$ cat src/rtl/mul_div_unit.sv
// ============================================================================
// Module   : mul_div_unit
// Purpose  : Iterative one-bit-per-cycle multiply/divide unit owning HI/LO.
// Revision : 1.0 - initial release
// ============================================================================
`default_nettype none

module mul_div_unit #(
  parameter int WIDTH = 32,
  parameter int CNT_W = 6
) (
  input  logic             clk,
  input  logic             rst,
  input  logic             start,
  input  logic [2:0]       op,
  input  logic [WIDTH-1:0] srcA,
  input  logic [WIDTH-1:0] srcB,
  output logic             busy,
  output logic             done,
  output logic [WIDTH-1:0] hi,
  output logic [WIDTH-1:0] lo
);

  localparam logic [2:0] c_OP_MULT  = 3'b000;
  localparam logic [2:0] c_OP_MULTU = 3'b001;
  localparam logic [2:0] c_OP_DIV   = 3'b010;
  localparam logic [2:0] c_OP_DIVU  = 3'b011;
  localparam logic [2:0] c_OP_MTHI  = 3'b100;
  localparam logic [2:0] c_OP_MTLO  = 3'b101;

  typedef enum logic [1:0] {
    S_IDLE = 2'd0,
    S_CALC = 2'd1,
    S_FIX  = 2'd2
  } state_t;

  state_t               state_q, state_d;
  logic [CNT_W-1:0]     cnt_q, cnt_d;
  logic                 div_q, div_d;
  logic                 dz_q, dz_d;
  logic                 negq_q, negq_d;
  logic                 negr_q, negr_d;
  logic                 done_q, done_d;
  logic [WIDTH-1:0]     b_q, b_d;
  logic [2*WIDTH-1:0]   acc_q, acc_d;
  logic [WIDTH-1:0]     hi_q, hi_d;
  logic [WIDTH-1:0]     lo_q, lo_d;

  logic                 w_signed;
  logic                 w_a_neg;
  logic                 w_b_neg;
  logic [WIDTH-1:0]     w_a_mag;
  logic [WIDTH-1:0]     w_b_mag;
  logic [WIDTH:0]       w_mul_sum;
  logic [WIDTH:0]       w_shift;
  logic [WIDTH:0]       w_trial;
  logic                 w_ge;
  logic [2*WIDTH-1:0]   w_prod;

  assign w_signed = ~op[0];
  assign w_a_neg  = w_signed & srcA[WIDTH-1];
  assign w_b_neg  = w_signed & srcB[WIDTH-1];
  assign w_a_mag  = w_a_neg ? -srcA : srcA;
  assign w_b_mag  = w_b_neg ? -srcB : srcB;

  // Multiply: acc = {partial product, remaining multiplier bits}
  assign w_mul_sum = {1'b0, acc_q[2*WIDTH-1:WIDTH]} + (acc_q[0] ? {1'b0, b_q} : '0);

  // Divide: acc = {remainder, remaining dividend / quotient bits}
  assign w_shift = {acc_q[2*WIDTH-1:WIDTH], acc_q[WIDTH-1]};
  assign w_trial = w_shift - {1'b0, b_q};
  assign w_ge    = ~w_trial[WIDTH];

  assign w_prod  = negq_q ? -acc_q : acc_q;

  always_comb begin
    state_d = state_q;
    cnt_d   = cnt_q;
    div_d   = div_q;
    dz_d    = dz_q;
    negq_d  = negq_q;
    negr_d  = negr_q;
    b_d     = b_q;
    acc_d   = acc_q;
    hi_d    = hi_q;
    lo_d    = lo_q;
    done_d  = 1'b0;
    case (state_q)
      S_IDLE: begin
        if (start) begin
          case (op)
            c_OP_MULT, c_OP_MULTU, c_OP_DIV, c_OP_DIVU: begin
              acc_d   = {{WIDTH{1'b0}}, w_a_mag};
              b_d     = w_b_mag;
              negq_d  = w_a_neg ^ w_b_neg;
              negr_d  = w_a_neg;
              div_d   = op[1];
              dz_d    = op[1] & (srcB == '0);
              cnt_d   = CNT_W'(WIDTH - 1);
              state_d = S_CALC;
            end
            c_OP_MTHI: hi_d = srcA;
            c_OP_MTLO: lo_d = srcA;
            default: ;
          endcase
        end
      end
      S_CALC: begin
        if (div_q) begin
          acc_d = {(w_ge ? w_trial[WIDTH-1:0] : w_shift[WIDTH-1:0]),
                   acc_q[WIDTH-2:0], w_ge};
        end else begin
          acc_d = {w_mul_sum, acc_q[WIDTH-1:1]};
        end
        if (cnt_q == '0) begin
          state_d = S_FIX;
        end else begin
          cnt_d = cnt_q - 1'b1;
        end
      end
      S_FIX: begin
        if (div_q) begin
          // Zero divisor: remainder already equals |srcA|, sign fix restores srcA
          hi_d = negr_q ? -acc_q[2*WIDTH-1:WIDTH] : acc_q[2*WIDTH-1:WIDTH];
          lo_d = dz_q ? '1 : (negq_q ? -acc_q[WIDTH-1:0] : acc_q[WIDTH-1:0]);
        end else begin
          hi_d = w_prod[2*WIDTH-1:WIDTH];
          lo_d = w_prod[WIDTH-1:0];
        end
        done_d  = 1'b1;
        state_d = S_IDLE;
      end
      default: state_d = S_IDLE;
    endcase
  end

  always_ff @(posedge clk or posedge rst) begin
    if (rst) begin
      state_q <= S_IDLE;
      cnt_q   <= '0;
      div_q   <= 1'b0;
      dz_q    <= 1'b0;
      negq_q  <= 1'b0;
      negr_q  <= 1'b0;
      done_q  <= 1'b0;
      b_q     <= '0;
      acc_q   <= '0;
      hi_q    <= '0;
      lo_q    <= '0;
    end else begin
      state_q <= state_d;
      cnt_q   <= cnt_d;
      div_q   <= div_d;
      dz_q    <= dz_d;
      negq_q  <= negq_d;
      negr_q  <= negr_d;
      done_q  <= done_d;
      b_q     <= b_d;
      acc_q   <= acc_d;
      hi_q    <= hi_d;
      lo_q    <= lo_d;
    end
  end

  assign busy = (state_q != S_IDLE);
  assign done = done_q;
  assign hi   = hi_q;
  assign lo   = lo_q;

endmodule

`default_nettype wire

$ cat config.mk
export PLATFORM = sky130hd
export DESIGN_NAME = mul_div_unit
export DESIGN_NICKNAME = d
export VERILOG_FILES = /design/src/rtl/mul_div_unit.sv
export SDC_FILE = /design/constraint.sdc
export NUM_CORES = 1
export LEC_CHECK = 0
export ABC_CLOCK_PERIOD_IN_PS = 13100
export CELL_PAD_IN_SITES_DETAIL_PLACEMENT = 1
export CELL_PAD_IN_SITES_GLOBAL_PLACEMENT = 1
export CORE_MARGIN = 8
export CORE_UTILIZATION = 25
export CTS_BUF_LIST = sky130_fd_sc_hd__clkbuf_4
export CTS_CLUSTER_DIAMETER = 60
export DETAILED_ROUTE_END_ITERATION = 6
export GPL_TIMING_DRIVEN = 1
export PLACE_DENSITY = 0.64
export SLEW_MARGIN = 20
export SYNTH_ARGS = -nofsm -noshare
export SYNTH_HDL_FRONTEND = slang
export SYNTH_SLANG_ARGS = --single-unit
export TNS_END_PERCENT = 30
$ cat constraint.sdc
create_clock -name clk -period 13.1 [get_ports clk]
set_clock_uncertainty 0.05 [all_clocks]
set_input_delay 3.275 -clock clk [delete_from_list [all_inputs] [get_ports clk]]
set_output_delay 3.275 -clock clk [all_outputs]
set_load 0.01 [all_outputs]
; ---- Yosys cells after proc, flatten, opt, wreduce, memory -nomap -nowiden
; Index checks and enable logic that the tools add are counted.
[classes]
add_sub_neg = 8
mul = 0
div = 0
n_lt_le_gt_ge = 0
n_eq_ne = 13
n_shift = 0
n_mux = 29
bitwise = 6
n_reduce_logical = 14
[ops]
columns = operator, n
row1 = two-way mux 32 bit, 13
row2 = two-way mux 64 bit, 4
row3 = negation 32 bit, 4
row4 = case mux 32 bit (2 select lines), 2
row5 = case mux 64 bit (2 select lines), 1
row6 = negation 64 bit, 1
row7 = adder 32 x 32 -> 33 bit, 1
row8 = subtractor 33 x 32 -> 33 bit, 1
row9 = logical NOT 32 bit, 1
row10 = two-way mux 6 bit, 3
row11 = AND reduction 3 bit, 5
row12 = case mux 6 bit (2 select lines), 1
row13 = "== test 3 x 2 -> 1 bit, second input constant", 2
row14 = "== test 3 bit, second input constant", 2
row15 = logical NOT 6 bit, 1
row16 = two-way mux 2 bit, 3
row17 = "inequality test 2 x 1 -> 1 bit, second input constant", 3
row18 = "inequality test 2 bit, second input constant", 3
row19 = nonzero test 2 bit, 3
row20 = "subtractor 6 x 1 -> 6 bit, second input constant", 1
row21 = case mux 2 bit (2 select lines), 1
row22 = AND reduction 4 bit, 1
row23 = OR reduction 4 bit, 1
row24 = AND 1 bit, 3
row25 = 8 further kinds, 9
[word_totals]
ff_bits = 173
latch_bits = 0
ram_bits = 0
romBits = 0
inputBits = 70
elab_cells = 81
memories = 0

; ---- Longest topological paths before layout
; Gate-level depths: netlist of run 1.
[logic_depth]
ltp_word = 6
ltp_mapped = 15

; ---- Worst setup path after synthesis of run 1
; OpenSTA, ideal clock, no wires.
[synth_path]
path_type = input -> register
from = in srcB[8]
to = reg b_q[28]
setup_time_ns = 0.134
t_arrival_ns = 5.368
required_time_ns = 12.916
path_slack_ns = 7.548
path_stages = 8
n_path_buf = 0
cell_sequence = or4_1 > nor4_1 > nand3b_1 > nor4b_1 > nand2_1 > o31ai_1 > xor2_1 > o21ai_0
[synth_via]
elab_chain_cells = 2
[synth_lines]
columns = element, line
row1 = "start, declared", 17  ; input logic [WIDTH-1:0] srcB,
row2 = negation 32 bit, 64  ; assign w_b_mag = w_b_neg ? -srcB : srcB;
row3 = two-way mux 32 bit, 64
row4 = "end signal, assigned", 146  ; b_q <= '0;
row5 = "end signal, assigned", 158  ; b_q <= b_d;
row6 = "end, declared", 44  ; logic [WIDTH-1:0] b_q, b_d;
; No other way between the ends.
; A chain may end at the register's enable or synchronous reset.

; ---- Final worst setup path of run 1
[layout_path]
from = in srcA[9]
to = reg acc_q[30]
[layout_via]
elab_chain_cells = 5
[layout_lines]
columns = element, line
row1 = "start, declared", 16  ; input logic [WIDTH-1:0] srcA,
row2 = negation 32 bit, 63  ; assign w_a_mag = w_a_neg ? -srcA : srcA;
row3 = two-way mux 32 bit, 63
row4 = two-way mux 64 bit, 91  ; case (op)
row5 = two-way mux 64 bit, 90  ; if (start) begin
row6 = case mux 64 bit (2 select lines), 88  ; case (state_q)
row7 = "end signal, assigned", 147  ; acc_q <= '0;
row8 = "end signal, assigned", 159  ; acc_q <= acc_d;
row9 = "end, declared", 45  ; logic [2*WIDTH-1:0] acc_q, acc_d;
; No other way between the ends. The select of a mux whose other input is x is not followed.

==> results of run 1 <==
-- path summary, 6_finish.rpt --
| kind | startpoint | to | slack (ps) |
|---|---|---|---|
| max | srcA[9] | acc_q[30]$_DFFE_PP0P_ | 7250 |
| min | lo[12]$_DFFE_PP0P_ | lo[12]$_DFFE_PP0P_ | 450 |
| max reg2reg | acc_q[0]$_DFFE_PP0P_ | acc_q[62]$_DFFE_PP0P_ | 8220 |
| min reg2reg | lo[12]$_DFFE_PP0P_ | lo[12]$_DFFE_PP0P_ | 450 |
| max in group asynchronous | rst | acc_q[29]$_DFFE_PP0P_ | 8370 |
| min in group asynchronous | rst | cnt_q[1]$_DFFE_PP0P_ | 3080 |
-- layout make-up --
class | instances | area share
clock inverter | 14 | 0.008395
inverter | 63 | 0.01502
tap | 748 | 0.05761
sequential | 173 | 0.2666
multi-input combinational | 1426 | 0.5548
antenna | 1 | 0.0001540
timing repair buffer | 148 | 0.08919
clock buffer | 18 | 0.008318
-- cells in the mapped netlist (8+ instances only) --
library cell	number	area (µm²)
sky130_fd_sc_hd__o21ai_0	229	1146
sky130_fd_sc_hd__nand2_1	195	732.0
sky130_fd_sc_hd__dfrtp_1	173	4329
sky130_fd_sc_hd__a21oi_1	142	710.7
sky130_fd_sc_hd__nor2_1	134	503.0
sky130_fd_sc_hd__xnor2_1	108	945.9
sky130_fd_sc_hd__clkbuf_1	95	356.6
sky130_fd_sc_hd__ha_1	70	875.8
sky130_fd_sc_hd__xor2_1	68	595.6
sky130_fd_sc_hd__inv_1	62	232.7
sky130_fd_sc_hd__mux2i_1	39	390.4
sky130_fd_sc_hd__a21o_1	38	285.3
sky130_fd_sc_hd__nor3_1	38	190.2
sky130_fd_sc_hd__o22ai_1	38	237.7
sky130_fd_sc_hd__or3_1	26	162.7
sky130_fd_sc_hd__a22oi_1	24	180.2
sky130_fd_sc_hd__and3_1	23	143.9
sky130_fd_sc_hd__o31ai_1	23	172.7
sky130_fd_sc_hd__nand2b_1	22	137.6
sky130_fd_sc_hd__nand3_1	19	95.09
sky130_fd_sc_hd__nor2b_1	19	118.9
sky130_fd_sc_hd__nor4_1	16	100.1
sky130_fd_sc_hd__o21bai_1	13	97.59
sky130_fd_sc_hd__o41ai_1	13	113.9
sky130_fd_sc_hd__a211oi_1	11	82.58
sky130_fd_sc_hd__buf_1	11	41.29
sky130_fd_sc_hd__a31oi_1	10	62.56
sky130_fd_sc_hd__nand4_1	10	62.56
sky130_fd_sc_hd__or4_1	9	67.56
sky130_fd_sc_hd__o21a_1	8	60.06
-- routing by layer --
metal,up-vias,part of all wire
li1,6442,-
met1,6581,0.50
met2,223,0.45
met3,35,0.035
met4,0,0.013
met5,-,0
-- cell families (layout without fill, tap and decap cells) --
kind of cell | Yosys count | count (layout)
other | 0 | 1
flip-flops | 173 | 173
XOR/XNOR | 176 | 176
AO/OA/AOI/OAI | 591 | 591
buffers and inverters | 175 | 243
adder cells (fa/ha/maj) | 72 | 72
multiplexers | 39 | 39
AND/OR/NAND/NOR | 548 | 548
-- power by group --
| group | switching (mW) | total, mW | internal, mW |
|---|---|---|---|
| clock network | 0.228 | 0.329 | 0.100 |
| logic | 1.80 | 3.12 | 1.32 |
| registers | 0.368 | 1.16 | 0.796 |
| total | 2.40 | 4.62 | 2.22 |
-- per-stage QoR --
stage / setup slack (ps) / hold WS (ps) / instances / utilization / total power, mW
after floorplan: 5087 / 399.8 / 1774 / - / 3.300
after global placement: 6591 / 411.3 / 2558 / 0.2891 / 4.198
after detailed placement: 6561 / 419.8 / 2558 / 0.2892 / 4.300
after CTS: 7302 / 455.8 / 2590 / 0.2941 / 4.640
after global routing: 6998 / 477.1 / 2591 / 0.2943 / 5.066
final: 7248 / 449.1 / 2591 / 0.2943 / 4.615
-- state kept, by name (all words and copies together), names as in the netlist --
signal   cells
acc_q       64
b_q         32
hi          32
lo          32
cnt_q        6
state_q      2
div_q        1
done         1
dz_q         1
negq_q       1
negr_q       1
-- worst max-delay path, cell delays in order --
cell                              delay (ps)
sky130_fd_sc_hd__clkdlybuf4s50_1         520
sky130_fd_sc_hd__or4_1                   600
sky130_fd_sc_hd__or3_1                   360
sky130_fd_sc_hd__nor3_1                  360
sky130_fd_sc_hd__and2_1                  250
sky130_fd_sc_hd__a21o_1                  190
sky130_fd_sc_hd__o21ai_0                 210
sky130_fd_sc_hd__a21oi_1                 230
sky130_fd_sc_hd__xnor2_1                 130
sky130_fd_sc_hd__a21oi_1                  80
sky130_fd_sc_hd__o21ai_0                 190
==> run summary, run 1 <==
• 38,430 µm — HPWL reported at the end of detailed placement
• 0.01625 mm² — Final Cell Area
• 13,281 — total via count in the routed design
• 4 — largest fanout on the critical path
• 2 — initial antenna violation count
• 0.2533 — effective utilization at floorplan
• no — unrepaired setup endpoints after global routing
• 6.651 nW — Leak
• 17 — total clock buffers created by CTS
• compound AO/OA/AOI/OAI gates — combinational family with the most area after synthesis
• 0.2210 — global-route met1 utilization
• 0.8916 — weighted congestion reported at the end of routability-driven placement
• 0.3096 — sequential share of the synthesized area
• 0 — count of flip-flops with a built-in enable after synthesis
• sky130_fd_sc_hd__clkbuf_4 — root cell of the clock tree
• 136 — ports placed on the boundary
• 0.3152 — slew margin rel.
• reg2reg — Tightest Hold Check Type
• 13 — cell count of the worst reg-to-reg path
• 2 — worst hold stages
• 0 — Hold Vio Cnt, Final
• 0 — post-CTS setup repair buffer count
• input pin — Critical Path Start Type
• 7.882 µm² — Synth Area per Inst
• 1027 ps — slew at the pin closest to its max-slew limit
• sky130_fd_sc_hd__o21ai_0 — most common cell after layout, fill and taps aside
• 1,971 — Total Nets Final
• 2 — buffers from clock root to sink, at most
• sky130_fd_sc_hd__dfrtp_1 — flip-flop cell with the highest count after synthesis
• 160 ps — clk slew on worst S/H paths
• 50,420 µm — post-detailed-routing wire length
• 284.1 mW/mm² — Power Dens Cells
• 252.5 µm — die height
• 0.2515 — synthesized-area fraction occupied by ao, oa, aoi and oai cells
• 173 — Yosys reg bits
• 0.1873 — basic-gate share of the synthesized area counting and, or, nand and nor cells
• 829 — Initial DRC Count
• 1.000 — share of synthesized registers carrying an async set or reset
• 13,838 — number of global-route vias before repair
• 0 ps — final total negative setup slack
• 16.18% — Area growth, synth to finish
• 0.01398 mm² — area of the mapped netlist
• 0.004330 mm² — Sequential Area
• 80,600 µm — global-route wire length before repair
• 0.03692 — proportion of layout cells with a drive suffix above 1
• 0.01596 mm² — placed cell areas
• 19.46 µm — drt wl/cell
• 4 — # H-tree levels
• 0 — Final Setup Violations
• 0 — number of antenna-violating nets in the routed design
• 13,640 ps — required time of the critical path
• 0.05520 mm² — floorplan core area
• 1,774 — Syn Inst Count
• 0 — post-CTS sizing
• register — endpoint type of the worst setup path
• 0.06376 mm² — die outline area
• 6,633 — fillers
• 1,916 — Net Count, Synth
• 70 — count of cell types in the netlist
• 0.02792 — multiplexer fraction of the synthesized cell area
• 670 ps — insertion delay to the later sink of the worst-skew pair
• 252.5 µm — width of the chip
• in2reg — critical path class
• 0 — Remaining DRCs
• finished clean — status
• built — clock tree from TritonCTS
• 101 — largest net degree at the start of global routing
• 86 — placement row count
• 229 x sky130_fd_sc_hd__o21ai_0, 195 x sky130_fd_sc_hd__nand2_1, 172 x sky130_fd_sc_hd__dfrtp_1, 142 x sky130_fd_sc_hd__a21oi_1, 135 x sky130_fd_sc_hd__clkdlybuf4s50_1 — most used cells in the layout excluding fill and tap cells
• 5.126 — per-cell via count in the routed design
• 5 — total iterations of the first detailed-routing run
• met2 — Most Crowded Layer GR
• 0.1102 — area share of xor/xnor cells in the synthesized design
• 5852 ps — post-layout min period
• 0 — number of hold buffers added after CTS
• 0 — Yosys Warn Count
• 0.009012 mm² — multi-input logic area
• 173 — sink count of the clock tree
• 0.2518 — met2 Use GR
• 0.02488 — met3 layer usage reported by global route
• 0.1573 — combined global-route utilization of all metal layers
• 0 — Final Max Slew Viols
• 0 — Max-cap violations
• 6390 ps — arrival time worst endpoint
• 0.4467 — share of the cycle needed by the critical path after routing
• 0.08669 mV — highest ir drop seen on vdd
• 170.9 MHz — achievable frequency
• 0.06550 — adder-cell share of the synthesized area
• 135 — PortBufs
• 0 — Overflow after GRT
(Power assumes the default switching activity.)
==> run 2: changes to the inputs <==
--- a/config.mk
+++ b/config.mk
@@ -5,7 +5,7 @@
 export SDC_FILE = /design/constraint.sdc
 export NUM_CORES = 1
 export LEC_CHECK = 0
-export ABC_CLOCK_PERIOD_IN_PS = 13100
+export ABC_CLOCK_PERIOD_IN_PS = 6100
 export CELL_PAD_IN_SITES_DETAIL_PLACEMENT = 1
 export CELL_PAD_IN_SITES_GLOBAL_PLACEMENT = 1
 export CORE_MARGIN = 8
==> constraint.sdc (replaced) <==
create_clock -name clk -period 6.1 [get_ports clk]
set_clock_uncertainty 0.05 [all_clocks]
set_input_delay 1.525 -clock clk [delete_from_list [all_inputs] [get_ports clk]]
set_output_delay 1.525 -clock clk [all_outputs]
set_load 0.01 [all_outputs]
==> run 2 against run 1 <==
Die area unchanged. Utilization up 0.16 points. Sequential power up 120%. Routed wire length increased by 1.3%. Flip-flop and latch count is the same. Combinational power grew 120%. Via count is 0.89% higher. Cell count is 0.46% higher. Critical path type is now reg2reg. Largest power group unchanged. Highest routed layer unchanged.
==> run summary, run 2 (synthesized netlist as in run 1, its figures left out) <==
• 0.3096 — slew margin rel., -0.005564
• 173 — sink count of the clock tree, unchanged
• 2 — buffers from clock root to sink, at most, unchanged
• 0 ps — final total negative setup slack, unchanged
• 19.62 µm — drt wl/cell, +0.81%
• 0.03998 — proportion of layout cells with a drive suffix above 1, +0.003062
• 5.148 — per-cell via count in the routed design, +0.42%
• 136 — ports placed on the boundary, unchanged
• 1,981 — Total Nets Final, +0.51%
• 0 — post-CTS sizing, unchanged
• 252.5 µm — die height, unchanged
• 86 — placement row count, unchanged
• 0.9193 — weighted congestion reported at the end of routability-driven placement, +3.1%
• 80,830 µm — global-route wire length before repair, +0.29%
• 613.0 mW/mm² — Power Dens Cells, +120%
• 0.2959 — utilization after layout, +0.001586
• 16.80% — Area growth, synth to finish
• register — endpoint type of the worst setup path
• 0 — Hold Vio Cnt, Final, unchanged
• 51,060 µm — post-detailed-routing wire length, +1.3%
• 6.696 nW — Leak, +0.68%
• 135 — PortBufs, unchanged
• 0.01606 mm² — placed cell areas, +0.60%
• 1032 ps — slew at the pin closest to its max-slew limit, +4.535 ps
• 0 — post-CTS setup repair buffer count, unchanged
• 0.06376 mm² — die outline area, unchanged
• 0 — Max-cap violations, unchanged
• 0.2584 — met2 Use GR, +0.006658
• 745 — Initial DRC Count, -10%
• 0 — Overflow after GRT, unchanged
• 17 — total clock buffers created by CTS, unchanged
• 0 — Final Setup Violations, unchanged
• 6,706 — fillers, +1.1%
• 252.5 µm — width of the chip, unchanged
• 0.2177 — global-route met1 utilization, -0.003322
• 0 — number of antenna-violating nets in the routed design, unchanged
• 0 — Remaining DRCs, unchanged
• 690 ps — insertion delay to the later sink of the worst-skew pair, +20 ps
• 0.7480 — share of the cycle needed by the critical path after routing
• 0.02498 — met3 layer usage reported by global route, +0.0001028
• 0 — number of hold buffers added after CTS, unchanged
• reg2reg — Tightest Hold Check Type
• built — clock tree from TritonCTS
• 0 — Final Max Slew Viols, unchanged
• sky130_fd_sc_hd__o21ai_0 — most common cell after layout, fill and taps aside
• 13,399 — total via count in the routed design, +0.89%
• reg2reg — critical path class
• 0.01633 mm² — Final Cell Area, +0.54%
• 14 — largest fanout on the critical path, +10
• 13,806 — number of global-route vias before repair, -0.23%
• register — Critical Path Start Type
• 0.1581 — combined global-route utilization of all metal layers, +0.0007573
• 219.2 MHz — achievable frequency
• 0.3174 mV — highest ir drop seen on vdd, +270%
• 64 — flip-flop count of the largest register after layout, unchanged
• 5 — total iterations of the first detailed-routing run, unchanged
• 5110 ps — arrival time worst endpoint, -1280 ps
• 229 x sky130_fd_sc_hd__o21ai_0, 195 x sky130_fd_sc_hd__nand2_1, 172 x sky130_fd_sc_hd__dfrtp_1, 142 x sky130_fd_sc_hd__a21oi_1, 135 x sky130_fd_sc_hd__clkdlybuf4s50_1 — most used cells in the layout excluding fill and tap cells
• 2 — initial antenna violation count, unchanged
• 0.2533 — effective utilization at floorplan, unchanged
• no — unrepaired setup endpoints after global routing
• 6650 ps — required time of the critical path, -6990 ps
• acc_q — most flop-heavy register
• finished clean — status
• met2 — Most Crowded Layer GR
• sky130_fd_sc_hd__clkbuf_4 — root cell of the clock tree
• 4563 ps — post-layout min period
• 170 ps — clk slew on worst S/H paths, about the same
• 0.05520 mm² — floorplan core area, unchanged
• 97 — largest net degree at the start of global routing, -4.0%
• 39,080 µm — HPWL reported at the end of detailed placement, +1.7%
• 4 — # H-tree levels, unchanged
• 10.01 mW — Total Power Consumption, +120%
[run 2: power by group]
| group | switching, mW | internal (mW) | total (mW) |
|---|---|---|---|
| Clock | 0.473 | 0.207 | 0.680 |
| Combinational | 3.91 | 2.91 | 6.82 |
| Sequential | 0.803 | 1.71 | 2.51 |
| Total | 5.19 | 4.83 | 10.0 |
[run 2: worst max-delay path, cell delays in order, from the launching register on]
cell and delay, ps:
sky130_fd_sc_hd__dfrtp_1 490, sky130_fd_sc_hd__inv_1 90, sky130_fd_sc_hd__ha_1 220, sky130_fd_sc_hd__fa_1 400, sky130_fd_sc_hd__nor2b_1 210, sky130_fd_sc_hd__o31ai_1 190, sky130_fd_sc_hd__a211oi_1 390, sky130_fd_sc_hd__o21ai_0 300
sky130_fd_sc_hd__o31ai_1 320, sky130_fd_sc_hd__buf_4 200, sky130_fd_sc_hd__a2111o_1 140, sky130_fd_sc_hd__nand4_1 580, sky130_fd_sc_hd__buf_4 410, sky130_fd_sc_hd__nand2_1 70, sky130_fd_sc_hd__o211ai_1 80, sky130_fd_sc_hd__a32o_1 310
[run 2: path summary, 6_finish.rpt]
check	startpoint	end	slack, ps	cells after the start
worst max-delay path	acc_q[31]$_DFFE_PP0P_	acc_q[63]$_DFFE_PP0P_	1540	15
worst min-delay path	b_q[5]$_DFFE_PP0P_	b_q[5]$_DFFE_PP0P_	450	2
worst max register to register	acc_q[31]$_DFFE_PP0P_	acc_q[63]$_DFFE_PP0P_	1540	15
max in group asynchronous	rst	div_q$_DFFE_PP0P_	3990	3
min in group asynchronous	rst	lo[1]$_DFFE_PP0P_	1120	2
worst min register to register	b_q[5]$_DFFE_PP0P_	b_q[5]$_DFFE_PP0P_	450	2
[run 2: layout make-up]
cell class / count / area, µm² / share of cell area
repair buffers: 158 / 1549 / 0.09484
clock buffers: 18 / 135.1 / 0.008273
diodes: 4 / 10.01 / 0.0006128
inverters: 63 / 240.2 / 0.01471
flip-flops and latches: 173 / 4330 / 0.2651
clock inverters: 13 / 120.1 / 0.007354
well taps: 748 / 935.9 / 0.05730
multi-input cells: 1426 / 9012 / 0.5518
[run 2: per-layer routing]
metal,part of all wire,up-vias
met4,0.012,0
met3,0.038,39
met5,0,-
met2,0.46,261
li1,-,6466
met1,0.49,6633
[run 2: per-stage QoR]
step,hold WS (ps),setup slack (ps),cells
finish,447.9,1537,2603
global route,478.2,1176,2602
CTS,456.7,1521,2599
detailed placement,422.8,1348,2568
global placement,413.5,1344,2568
floorplan,399.8,2298,1774
